===== config.mk =====
export PLATFORM = sky130hd
export DESIGN_NAME = vga_timing_generator
export DESIGN_NICKNAME = d
export VERILOG_FILES = /design/src/rtl/vga_timing_generator.sv
export SDC_FILE = /design/constraint.sdc
export NUM_CORES = 1
export LEC_CHECK = 0
export CAP_MARGIN = 20
export CORE_ASPECT_RATIO = 0.5
export CORE_MARGIN = 5
export CORE_UTILIZATION = 53
export DETAILED_ROUTE_END_ITERATION = 8
export PLACE_DENSITY = 0.92
export SYNTH_ARGS = -nofsm -noshare
export SYNTH_HDL_FRONTEND = slang
export SYNTH_SLANG_ARGS = --single-unit
export TNS_END_PERCENT = 100

===== constraint.sdc =====
create_clock -name pixel_clk -period 2.89 [get_ports pixel_clk]
set_input_delay 0.4335 -clock pixel_clk [delete_from_list [all_inputs] [get_ports pixel_clk]]
set_output_delay 0.4335 -clock pixel_clk [all_outputs]
set_load 0.03 [all_outputs]

===== src/rtl/vga_timing_generator.sv =====
// rtl/vga_timing_generator.sv - parametrised VGA horizontal/vertical timing generator
module vga_timing_generator #(
  parameter int H_ACTIVE   = 640,
  parameter int H_FRONT    = 16,
  parameter int H_SYNC     = 96,
  parameter int H_BACK     = 48,
  parameter int V_ACTIVE   = 480,
  parameter int V_FRONT    = 10,
  parameter int V_SYNC     = 2,
  parameter int V_BACK     = 33,
  parameter bit H_SYNC_POL = 1'b0,
  parameter bit V_SYNC_POL = 1'b0,
  parameter int CNT_W      = 10,
  parameter int FRAME_W    = 8
) (
  input  logic               pixel_clk,
  input  logic               reset,
  input  logic               enable,
  output logic [CNT_W-1:0]   h_count,
  output logic [CNT_W-1:0]   v_count,
  output logic               hsync,
  output logic               vsync,
  output logic               display_on,
  output logic               line_end,
  output logic               frame_end,
  output logic [FRAME_W-1:0] frame_count
);

  localparam int H_TOTAL = H_ACTIVE + H_FRONT + H_SYNC + H_BACK;
  localparam int V_TOTAL = V_ACTIVE + V_FRONT + V_SYNC + V_BACK;

  localparam logic [CNT_W-1:0] H_LAST     = CNT_W'(H_TOTAL - 1);
  localparam logic [CNT_W-1:0] V_LAST     = CNT_W'(V_TOTAL - 1);
  localparam logic [CNT_W-1:0] H_ACT_END  = CNT_W'(H_ACTIVE);
  localparam logic [CNT_W-1:0] V_ACT_END  = CNT_W'(V_ACTIVE);
  localparam logic [CNT_W-1:0] HS_START   = CNT_W'(H_ACTIVE + H_FRONT);
  localparam logic [CNT_W-1:0] HS_END     = CNT_W'(H_ACTIVE + H_FRONT + H_SYNC);
  localparam logic [CNT_W-1:0] VS_START   = CNT_W'(V_ACTIVE + V_FRONT);
  localparam logic [CNT_W-1:0] VS_END     = CNT_W'(V_ACTIVE + V_FRONT + V_SYNC);

  logic               line_wrap;
  logic               frame_wrap;
  logic [CNT_W-1:0]   h_next;
  logic [CNT_W-1:0]   v_next;
  logic [FRAME_W-1:0] frame_next;
  logic               hsync_next;
  logic               vsync_next;
  logic               display_next;
  logic               line_end_next;
  logic               frame_end_next;

  // Next-state counts and the decodes of that next position, so registered
  // decodes line up with the registered counts without skew. The >= tests
  // pull any out-of-range count back to 0 on the next enabled edge.
  always_comb begin
    line_wrap  = (h_count >= H_LAST);
    frame_wrap = line_wrap && (v_count >= V_LAST);
    h_next     = line_wrap ? '0 : h_count + 1'b1;
    if (v_count > V_LAST) begin
      v_next = '0;
    end else if (line_wrap) begin
      v_next = (v_count >= V_LAST) ? '0 : v_count + 1'b1;
    end else begin
      v_next = v_count;
    end
    frame_next     = frame_wrap ? frame_count + 1'b1 : frame_count;
    hsync_next     = ((h_next >= HS_START) && (h_next < HS_END)) ? H_SYNC_POL : ~H_SYNC_POL;
    vsync_next     = ((v_next >= VS_START) && (v_next < VS_END)) ? V_SYNC_POL : ~V_SYNC_POL;
    display_next   = (h_next < H_ACT_END) && (v_next < V_ACT_END);
    line_end_next  = (h_next == H_LAST);
    frame_end_next = (h_next == H_LAST) && (v_next == V_LAST);
  end

  // Output registers; everything holds while enable is low, strobes included.
  always_ff @(posedge pixel_clk or negedge reset) begin
    if (!reset) begin
      h_count     <= '0;
      v_count     <= '0;
      frame_count <= '0;
      hsync       <= ~H_SYNC_POL;
      vsync       <= ~V_SYNC_POL;
      display_on  <= 1'b1;
      line_end    <= 1'b0;
      frame_end   <= 1'b0;
    end else if (enable) begin
      h_count     <= h_next;
      v_count     <= v_next;
      frame_count <= frame_next;
      hsync       <= hsync_next;
      vsync       <= vsync_next;
      display_on  <= display_next;
      line_end    <= line_end_next;
      frame_end   <= frame_end_next;
    end
  end

endmodule


; Word-level counts from Yosys, hierarchy flattened
; Index checks and enable logic that the tools add are counted.
[classes]
addsub = 3
magnitude_cmp = 9
eq_ne = 2
mux = 6
n_reduce_logical = 6
[op_table]
columns = op, n
row1 = 10-bit two-way mux, 4
row2 = "10-bit greater-or-equal comparator, second input constant", 3
row3 = "10-bit by 1-bit adder with 10-bit output, second input constant", 2
row4 = "10-bit equality test, second input constant", 2
row5 = "10-bit less-than comparator, second input constant", 2
row6 = "10-bit by 9-bit less-than comparator with 1-bit output, second input constant", 2
row7 = "10-bit by 9-bit greater-or-equal comparator with 1-bit output, second input constant", 1
row8 = "10-bit > comparator, second input constant", 1
row9 = "8-bit by 1-bit adder with 8-bit output, second input constant", 1
row10 = 1-bit logical AND, 5
row11 = 1-bit two-way mux, 2
row12 = 2-bit AND reduction, 1
[totals]
register_bits = 33
inputBits = 3
out_inout_bits = 33
wordCells = 34

; Longest topological paths before layout
; Gate-level depths: netlist (run 1).
[depth]
ltp_word = 7
mapped_depth = 7
ltp_nobuf = 7

; Worst setup path after synthesis (run 1)
; OpenSTA, ideal clock, no wires.
[synth_timing]
kind = register to register
startpoint = register h_count[0]
endpoint = register frame_count[1]
setup_ns = 0.125
arrival_ns = 2.248
required_ns = 2.765
setup_slack_ns = 0.517
stages_incl_launch_ff = 6
path_buffers = 0
period_less_slack_ns = 2.373
path_cell_list = dfrtp_1 ha_1 and4_4 o21ai_4 a2111oi_2 mux2_2
[synth_via]
elab_chain_cells = 3
[synth_lines]
columns = item, line
row1 = "start, declared", 19  ; output logic [CNT_W-1:0] h_count,
row2 = "start signal, assigned", 86  ; h_count <= h_next;
row3 = 10-bit greater-or-equal comparator, 56  ; line_wrap = (h_count >= H_LAST);
row4 = 1-bit logical AND, 57  ; frame_wrap = line_wrap && (v_count >= V_LAST);
row5 = 2-bit AND reduction (no line), n/a
row6 = "end signal, assigned", 88  ; frame_count <= frame_next;
row7 = "end, declared", 26  ; output logic [FRAME_W-1:0] frame_count
; No other way between the ends.
; A chain may end at the register's enable or synchronous reset.

; Worst setup path after layout (run 1)
[layout_timing]
startpoint = register h_count[0]
endpoint = register display_on
[layout_via]
elab_chain_cells = 5
elab_cells_between_ends = 8
classes_between = add/sub: 1 / order compare: 3 / mux: 3 / reduce/logical: 1
[layout_lines]
columns = item, line
row1 = 10-bit greater-or-equal comparator, 56
row2 = 10-bit two-way mux, 61  ; end else if (line_wrap) begin
row3 = 10-bit two-way mux, 59  ; if (v_count > V_LAST) begin
row4 = 10-bit by 9-bit less-than comparator with 1-bit output, 69  ; display_next = (h_next < H_ACT_END) && (v_next < V_ACT_END);
row5 = 1-bit logical AND *, 69
row6 = "end signal, assigned", 91  ; display_on <= display_next;
row7 = "end, declared", 23  ; output logic display_on,
; Mark *: on every way between the ends. The rest lies on a longest branch, timed or not.

==> results of run 1 <==
-- cell type report --
type                    count  area (um2)
clock buffers               7       96.34
clock inverters             1       5.005
fillers                   318        1276
inverters                  13       48.80
multi-input cells         171        1200
flip-flops and latches     33       829.5
well taps                  54       67.56
repair buffers             39       380.4
-- cell usage in the layout (no fill, tap or decap), drive strengths merged, types with 9 or more instances in the layout --
cell type	instances
clkdlybuf4s50	35
inv	12
nor2	9
o21ai	20
nand3	9
xnor2	10
a21oi	9
nor3	9
dfrtp	30
nand2	18
-- metrics by stage --
| step | std cells | util (%) | power (mW) | hold WS (ns) | worst slack (ns) |
|---|---|---|---|---|---|
| 2_1_floorplan | 231 | - | 1.007 | 0.1379 | 0.5174 |
| 3_3_place_gp | 310 | 64.71 | 1.169 | 0.4622 | 0.5590 |
| 3_5_place_dp | 310 | 64.71 | 1.188 | 0.4751 | 0.4563 |
| 4_1_cts | 318 | 67.31 | 1.573 | 0.4846 | 0.4440 |
| 5_1_grt | 318 | 67.31 | 1.654 | 0.5059 | 0.2706 |
| 6_report | 318 | 67.31 | 1.567 | 0.4726 | 0.4149 |
-- sequential cells by signal, indices dropped and copies added (netlist names) --
register / flops
display_on: 1
h_count: 10
frame_count: 8
hsync: 1
vsync: 1
v_count: 10
line_end: 1
frame_end: 1
-- layer usage --
| metal | up-vias | GRT usage (%) | part of all wire [%] |
|---|---|---|---|
| met2 | 96 | 35.54 | 47 |
| met5 | - | 0 | 0 |
| li1 | 941 | - | - |
| met4 | 0 | 8.277 | 1.6 |
| met3 | 12 | 5.131 | 7.2 |
| met1 | 1001 | 26.43 | 44 |
-- synth_stat cells (2+ instances only) --
library cell  instances  share of area (%)
a211oi_1              3                1.0
inv_1                12                2.1
buf_2                 8                1.9
a21o_1                3                1.0
ha_1                  4                2.3
and4_1                3                1.2
a2111oi_2             2                1.4
dfrtp_1              30                 35
o21ai_0              18                4.2
nand3_1               8                1.9
xnor2_1              10                4.1
clkbuf_1              4               0.70
and3_1                6                1.7
xor2_1                2               0.82
dfstp_2               3                3.7
mux2_2                2                1.0
nor4_1                3               0.87
nand4_1               6                1.7
a21oi_1               8                1.9
a2111oi_0             3                1.2
a311oi_1              2               0.82
and2_1                2               0.58
a31oi_1               7                2.0
nand2_1              18                3.1
nor2b_1               2               0.58
nor2_1                8                1.4
a22o_1                6                2.4
nor3_1                9                2.1
mux2i_1               2               0.93
-- report_power, final --
| part | leakage [nW] | internal, mW | switching, mW |
|---|---|---|---|
| Clock | 0.0542 | 0.215 | 0.161 |
| Combinational | 0.533 | 0.218 | 0.328 |
| Sequential | 0.430 | 0.524 | 0.121 |
| Total | 1.02 | 0.957 | 0.610 |
-- how the worst max path moves through the flow --
| stage | startpoint | endpoint | cells past startpoint |
|---|---|---|---|
| 2_1_floorplan | h_count[0] | frame_count[1] | 5 |
| 3_3_place_gp | h_count[0] | frame_end | 6 |
| 3_5_place_dp | h_count[0] | frame_end | 6 |
| 4_1_cts | h_count[0] | frame_end | 6 |
| 5_1_grt | h_count[0] | display_on | 6 |
| 6_report | h_count[0] | display_on | 6 |
-- worst reg2reg max path: cells and delay by family, from the launching register on --
family | cells | cell delay (ns)
AOI/OAI and AO/OA | 3 | 1.27
adders and majority gates | 1 | 0.37
DFF | 1 | 0.46
and+or+nand+nor | 2 | 0.26
-- cell families after synthesis --
logic type | after synthesis
mux | 4
simple gates | 79
compound gates | 72
fa+ha+maj | 4
buf+inv | 27
flops | 33
xor+xnor | 12
==> flow_summary_export.csv, run 1 <==
group,metric,value,unit
worst_setup_path,cpPeakStageDelay,0.62,ns
clock_network,cts_resized,0,
detailed_routing,avgViaCountPerCell,6.447,
clock_network,post_cts_buffers,0,
sta,finalCriticalPeriod,2.475,ns
place,gp_congestion,0.9737,
place,io_buffer_count,35,
worst_setup_path,worstPathMaxFanout,8,
clock_network,cts_buffers,5,
hold_path,hold_path_startpoint,"frame_count[7]",
grt,grt-ovfl-total,0,
sta,timing.final.hold_violations,0,
floorplan,die_h,55.00,um
worst_setup_path,worstSetupPathType,"reg -> reg",
floorplan,core-area,0.003904,mm2
hold_path,hold_path_depth,1,
power,vdd_drop_max,415.3,uV
logic_synthesis,muxShareOfSynthArea,1.983,%
clock_network,cts_root_buf,"clkbuf_8",
grt,grt_start_max_net_pins,34,
floorplan,dieWidth,99.99,um
final_layout,fin_area,0.002628,mm2
logic_synthesis,ys_seq_area_share,38.66,%
clock_network,path_clk_slew,0.07,ns
grt,grt_first_pass_wirelength,8.880,mm
sta,skew,0.005614,ns
power,p_per_area,596.5,mW/mm2
logic_synthesis,ys.flop_type,"dfrtp_1",
logic_synthesis,postSynthCellCount,231,
floorplan,ios,36,
sta,maxSlewViolCount,0,
clock_network,htreeDepth,2,
sta,fmaxAchievable,0.4040,GHz
worst_setup_path,critical_path.cell_chain,"ha_1, nand4_4, a2111oi_2, o32a_1, nor4_2, o41ai_1",
sta,post-route-period-util,85.65,%
worst_setup_path,start_kind,"flop",
run,cap_violations,0,
power,leakage,1.018,nW
worst_setup_path,cpMaxStageDelayCell,"a2111oi_2",
detailed_routing,num_vias,2050,
place,hpwl,3.889,mm
worst_setup_path,r2r_end,"display_on",
worst_setup_path,cp-end-kind,"flop",
detailed_routing,routed_wl,5.397,mm
detailed_routing,wl_per_cell,16.97,um
worst_setup_path,cp_data_arrival_time,2.63,ns
hold_path,min_to,"frame_count[7]",
logic_synthesis,ys_types,66,
worst_setup_path,critical_path_buf_inv_count,0,
clock_network,cts_buffer_depth,2,
worst_setup_path,rrSetupSlack,0.41,ns
clock_network,cts.sinks,33,
grt,grt_pass1_vias,1836,
place,postPlaceCellArea,0.002526,mm2
sta,worst_pin_slew,0.7439,ns
floorplan,start_util,54.97,%
logic_synthesis,synth-compound-area-share,24.96,%
logic_synthesis,syn_avg_cell_area,9.289,um2
logic_synthesis,synth_xor_area_share,4.898,%
sta,finalSetupViolCount,0,
final_layout,layout-drive-gt1-share,12.50,%
logic_synthesis,yosys.area_share.simple,21.75,%
sta,rsz0062_at_grt,"false",
detailed_routing,ant_nets,0,
logic_synthesis,synth_fa_ha_area_share,2.332,%
final_layout,diodes,0,
detailed_routing,first_pass_iters,5,
logic_synthesis,synth_edf_count,0,
logic_synthesis,postSynth.asyncResetShare,100.0,%
hold_path,holdCritPathClass,"reg -> reg",
final_layout,area_growth_syn_to_layout,22.45,%
floorplan,die-area,0.005499,mm2
logic_synthesis,ys_ff_latch,33,
grt,grt.total_usage,20.90,%
status,status,"finished, final reports clean",
clock_network,clock_latency,0.28,ns
final_layout,final_nets,270,
clock_network,hold_buffers,0,
logic_synthesis,ys_warn_count,0,
logic_synthesis,netlist_area,0.002146,mm2
worst_setup_path,r2r_cells,6,
floorplan,rows,16,
worst_setup_path,required,3.04,ns
logic_synthesis,synth_top_family_by_area,"compound AO/OA/AOI/OAI gates",
logic_synthesis,syn-num-nets,238,
sta,tns,0,ns
detailed_routing,drcViolationCount,0,
detailed_routing,drt_iter0_drc,170,
worst_setup_path,cp_top_family,"compound AO/OA/AOI/OAI gates",
sta,slew_headroom,50.03,%
worst_setup_path,r2r-start,"h_count[0]",
grt,antenna_found_initial,0,
clock_network,cts_tree,"yes",
Note: power is estimated with default switching activity, not from simulation.
==> run 2, diff against run 1 <==
--- a/config.mk
+++ b/config.mk
@@ -5,8 +5,9 @@
 export SDC_FILE = /design/constraint.sdc
 export NUM_CORES = 1
 export LEC_CHECK = 0
+export ABC_AREA = 1
 export CAP_MARGIN = 20
-export CORE_ASPECT_RATIO = 0.5
+export CORE_ASPECT_RATIO = 1.5
 export CORE_MARGIN = 5
 export CORE_UTILIZATION = 53
 export DETAILED_ROUTE_END_ITERATION = 8
==> flow_summary_export.csv, run 2 <==
group,metric,value,unit
status,status,"finished, final reports clean",
detailed_routing,wl_per_cell,13.41,um
detailed_routing,drt_iter0_drc,118,
floorplan,start_util,54.12,%
logic_synthesis,syn-num-nets,310,
floorplan,dieWidth,61.45,um
worst_setup_path,r2r_end,"frame_count[7]",
logic_synthesis,synth_common_cells,"nand2_1 (92), inv_1 (38), nand3_1 (32)",
logic_synthesis,yosys.cell_count.top_type,"nand2_1",
sta,timing.final.hold_violations,0,
grt,grt_first_pass_wirelength,9.149,mm
power,vdd_drop_max,630.4,uV
final_layout,final_nets,346,
logic_synthesis,ys_seq_area_share,39.42,%
clock_network,cts_buffer_depth,2,
sta,post-route-period-util,73.90,%
worst_setup_path,cp_data_arrival_time,2.32,ns
power,leakage,1.275,nW
floorplan,ios,36,
detailed_routing,routed_wl,5.149,mm
grt,grt.total_usage,22.42,%
final_layout,multiInputGateArea,0.001080,mm2
power,p_per_area,819.9,mW/mm2
final_layout,diodes,0,
logic_synthesis,postSynth.asyncResetShare,100.0,%
logic_synthesis,yosysTopAreaCell,"dfrtp_1",
place,hpwl,3.800,mm
grt,grt_start_max_net_pins,34,
clock_network,post_cts_buffers,0,
clock_network,cts_root_buf,"clkbuf_8",
sta,rsz0062_at_grt,"false",
final_layout,fillerInstances,327,
sta,finalSetupViolCount,0,
logic_synthesis,synth_top_area_share,35.67,%
worst_setup_path,rrSetupSlack,0.75,ns
floorplan,die_h,87.18,um
sta,fmaxAchievable,0.4682,GHz
detailed_routing,drcViolationCount,0,
sta,skew,0.008622,ns
final_layout,seq_area,829.5,um2
run,cap_violations,0,
logic_synthesis,ys_ff_latch,33,
floorplan,die-area,0.005357,mm2
worst_setup_path,cpPeakStageDelay,0.46,ns
worst_setup_path,r2r_cells,10,
clock_network,clock_latency,0.29,ns
clock_network,hold_buffers,0,
worst_setup_path,r2r-start,"h_count[0]",
final_layout,final_cell_mix,"nand2_1 (92), inv_1 (38), clkdlybuf4s50_1 (35)",
grt,grt-ovfl-total,0,
sta,finalCriticalPeriod,2.136,ns
clock_network,cts_resized,0,
worst_setup_path,worstPathMaxFanout,19,
logic_synthesis,netlist_area,0.002105,mm2
floorplan,core-area,0.003889,mm2
logic_synthesis,ys.flop_type,"dfrtp_1",
logic_synthesis,synth_area_leaders,"dfrtp_1 (36%), nand2_1 (16%), nand3_1 (7.6%), inv_1 (6.8%), nor2_1 (5.4%)",
final_layout,area_growth_syn_to_layout,22.35,%
final_layout,final_common_cell,"nand2_1",
floorplan,rows,28,
detailed_routing,ant_nets,0,
logic_synthesis,postSynthCellCount,303,
detailed_routing,first_pass_iters,7,
logic_synthesis,synth_edf_count,0,
sta,hold_ws,0.4701,ns
sta,tns,0,ns
worst_setup_path,cpMaxStageDelayCell,"dfrtp_1",
grt,grt_pass1_vias,2032,
logic_synthesis,ys_warn_count,0,
clock_network,cts_buffers,5,
worst_setup_path,critical_path.cell_chain,"ha_1, nand4_2, nand2_2, nand2_4, nor3_4, nand2_2, nor2_2, nand3_1, nand2_1, nand2_1",
sta,worst_pin_slew,0.4111,ns
hold_path,holdCritPathClass,"reg -> reg",
final_layout,reg_top3,"h_count: 10 flops, v_count: 10 flops, frame_count: 8 flops",
clock_network,cts.sinks,33,
clock_network,path_clk_slew,0.07,ns
worst_setup_path,worstSetupPathType,"reg -> reg",
hold_path,hold_path_startpoint,"display_on",
detailed_routing,avgViaCountPerCell,5.393,
logic_synthesis,syn_avg_cell_area,6.946,um2
worst_setup_path,required,3.07,ns
worst_setup_path,cp-end-kind,"flop",
logic_synthesis,ys_types,29,
place,io_buffer_count,35,
sta,maxSlewViolCount,0,
detailed_routing,num_vias,2071,
place,gp_congestion,1.010,
final_layout,layout-drive-gt1-share,7.375,%
grt,antenna_found_initial,0,
hold_path,hold_path_depth,2,
hold_path,min_to,"display_on",
worst_setup_path,start_kind,"flop",
sta,slew_headroom,72.59,%
clock_network,htreeDepth,2,
clock_network,cts_tree,"yes",
## run 2: where the power goes
group	leakage, nW	internal (mW)	switching (mW)
Sequential	0.432	0.569	0.161
Clock	0.0443	0.189	0.164
Combinational	0.799	0.378	0.651
## run 2: per-stage QoR
step	instance area (um2)	cells	util [%]	total power, mW	setup slack (ns)
after floorplan	2105	303	-	1.401	0.9650
after global placement	2489	377	64.00	1.743	0.8137
after detailed placement	2489	377	64.00	1.756	0.7587
after CTS	2575	384	66.22	2.119	0.7514
after global routing	2575	384	66.22	2.274	0.5181
final	2575	384	66.22	2.111	0.7543
## run 2: kinds of logic (layout without fill, tap and decap cells)
group           Yosys count  after routing  share of synthesized area, %
compound gates           30             30                         8.027
fa+ha+maj                 4              4                         2.378
simple gates            181            181                         38.41
flops                    33             33                         39.42
xor+xnor                  6              6                         2.497
buf+inv                  49             85                         9.275
## run 2: final cells by class
cell class / instances / area share, %
clock buffers: 7 / 3.353
inverters: 40 / 5.831
multi-input cells: 221 / 41.93
flip-flops and latches: 33 / 32.22
well taps: 45 / 2.187
repair buffers: 38 / 14.48
## run 2: worst max-delay path by stage
stage / startpoint / to / slack [ns] / depth (start not counted)
floorplan: h_count[0] / frame_count[6] / 0.96 / 10
global placement: enable / frame_count[7] / 0.81 / 8
detailed placement: enable / frame_count[7] / 0.76 / 8
CTS: h_count[0] / frame_count[7] / 0.75 / 10
global route: h_count[0] / frame_end / 0.52 / 12
finish: h_count[0] / frame_count[7] / 0.75 / 10
## run 2: layer usage
layer / global-route usage (%) / share of wire, % / vias to the layer above
li1: - / - / 1045
met1: 26.88 / 41 / 936
met2: 37.96 / 52 / 79
met3: 4.451 / 5.7 / 11
met4: 9.459 / 1.8 / 0
met5: 0 / 0 / -
## run 2: worst max-delay path: cells and delay by family, from the launching register on
family	cells	cell delay, ns
simple gates	9	1.33
fa+ha+maj	1	0.24
flops	1	0.46
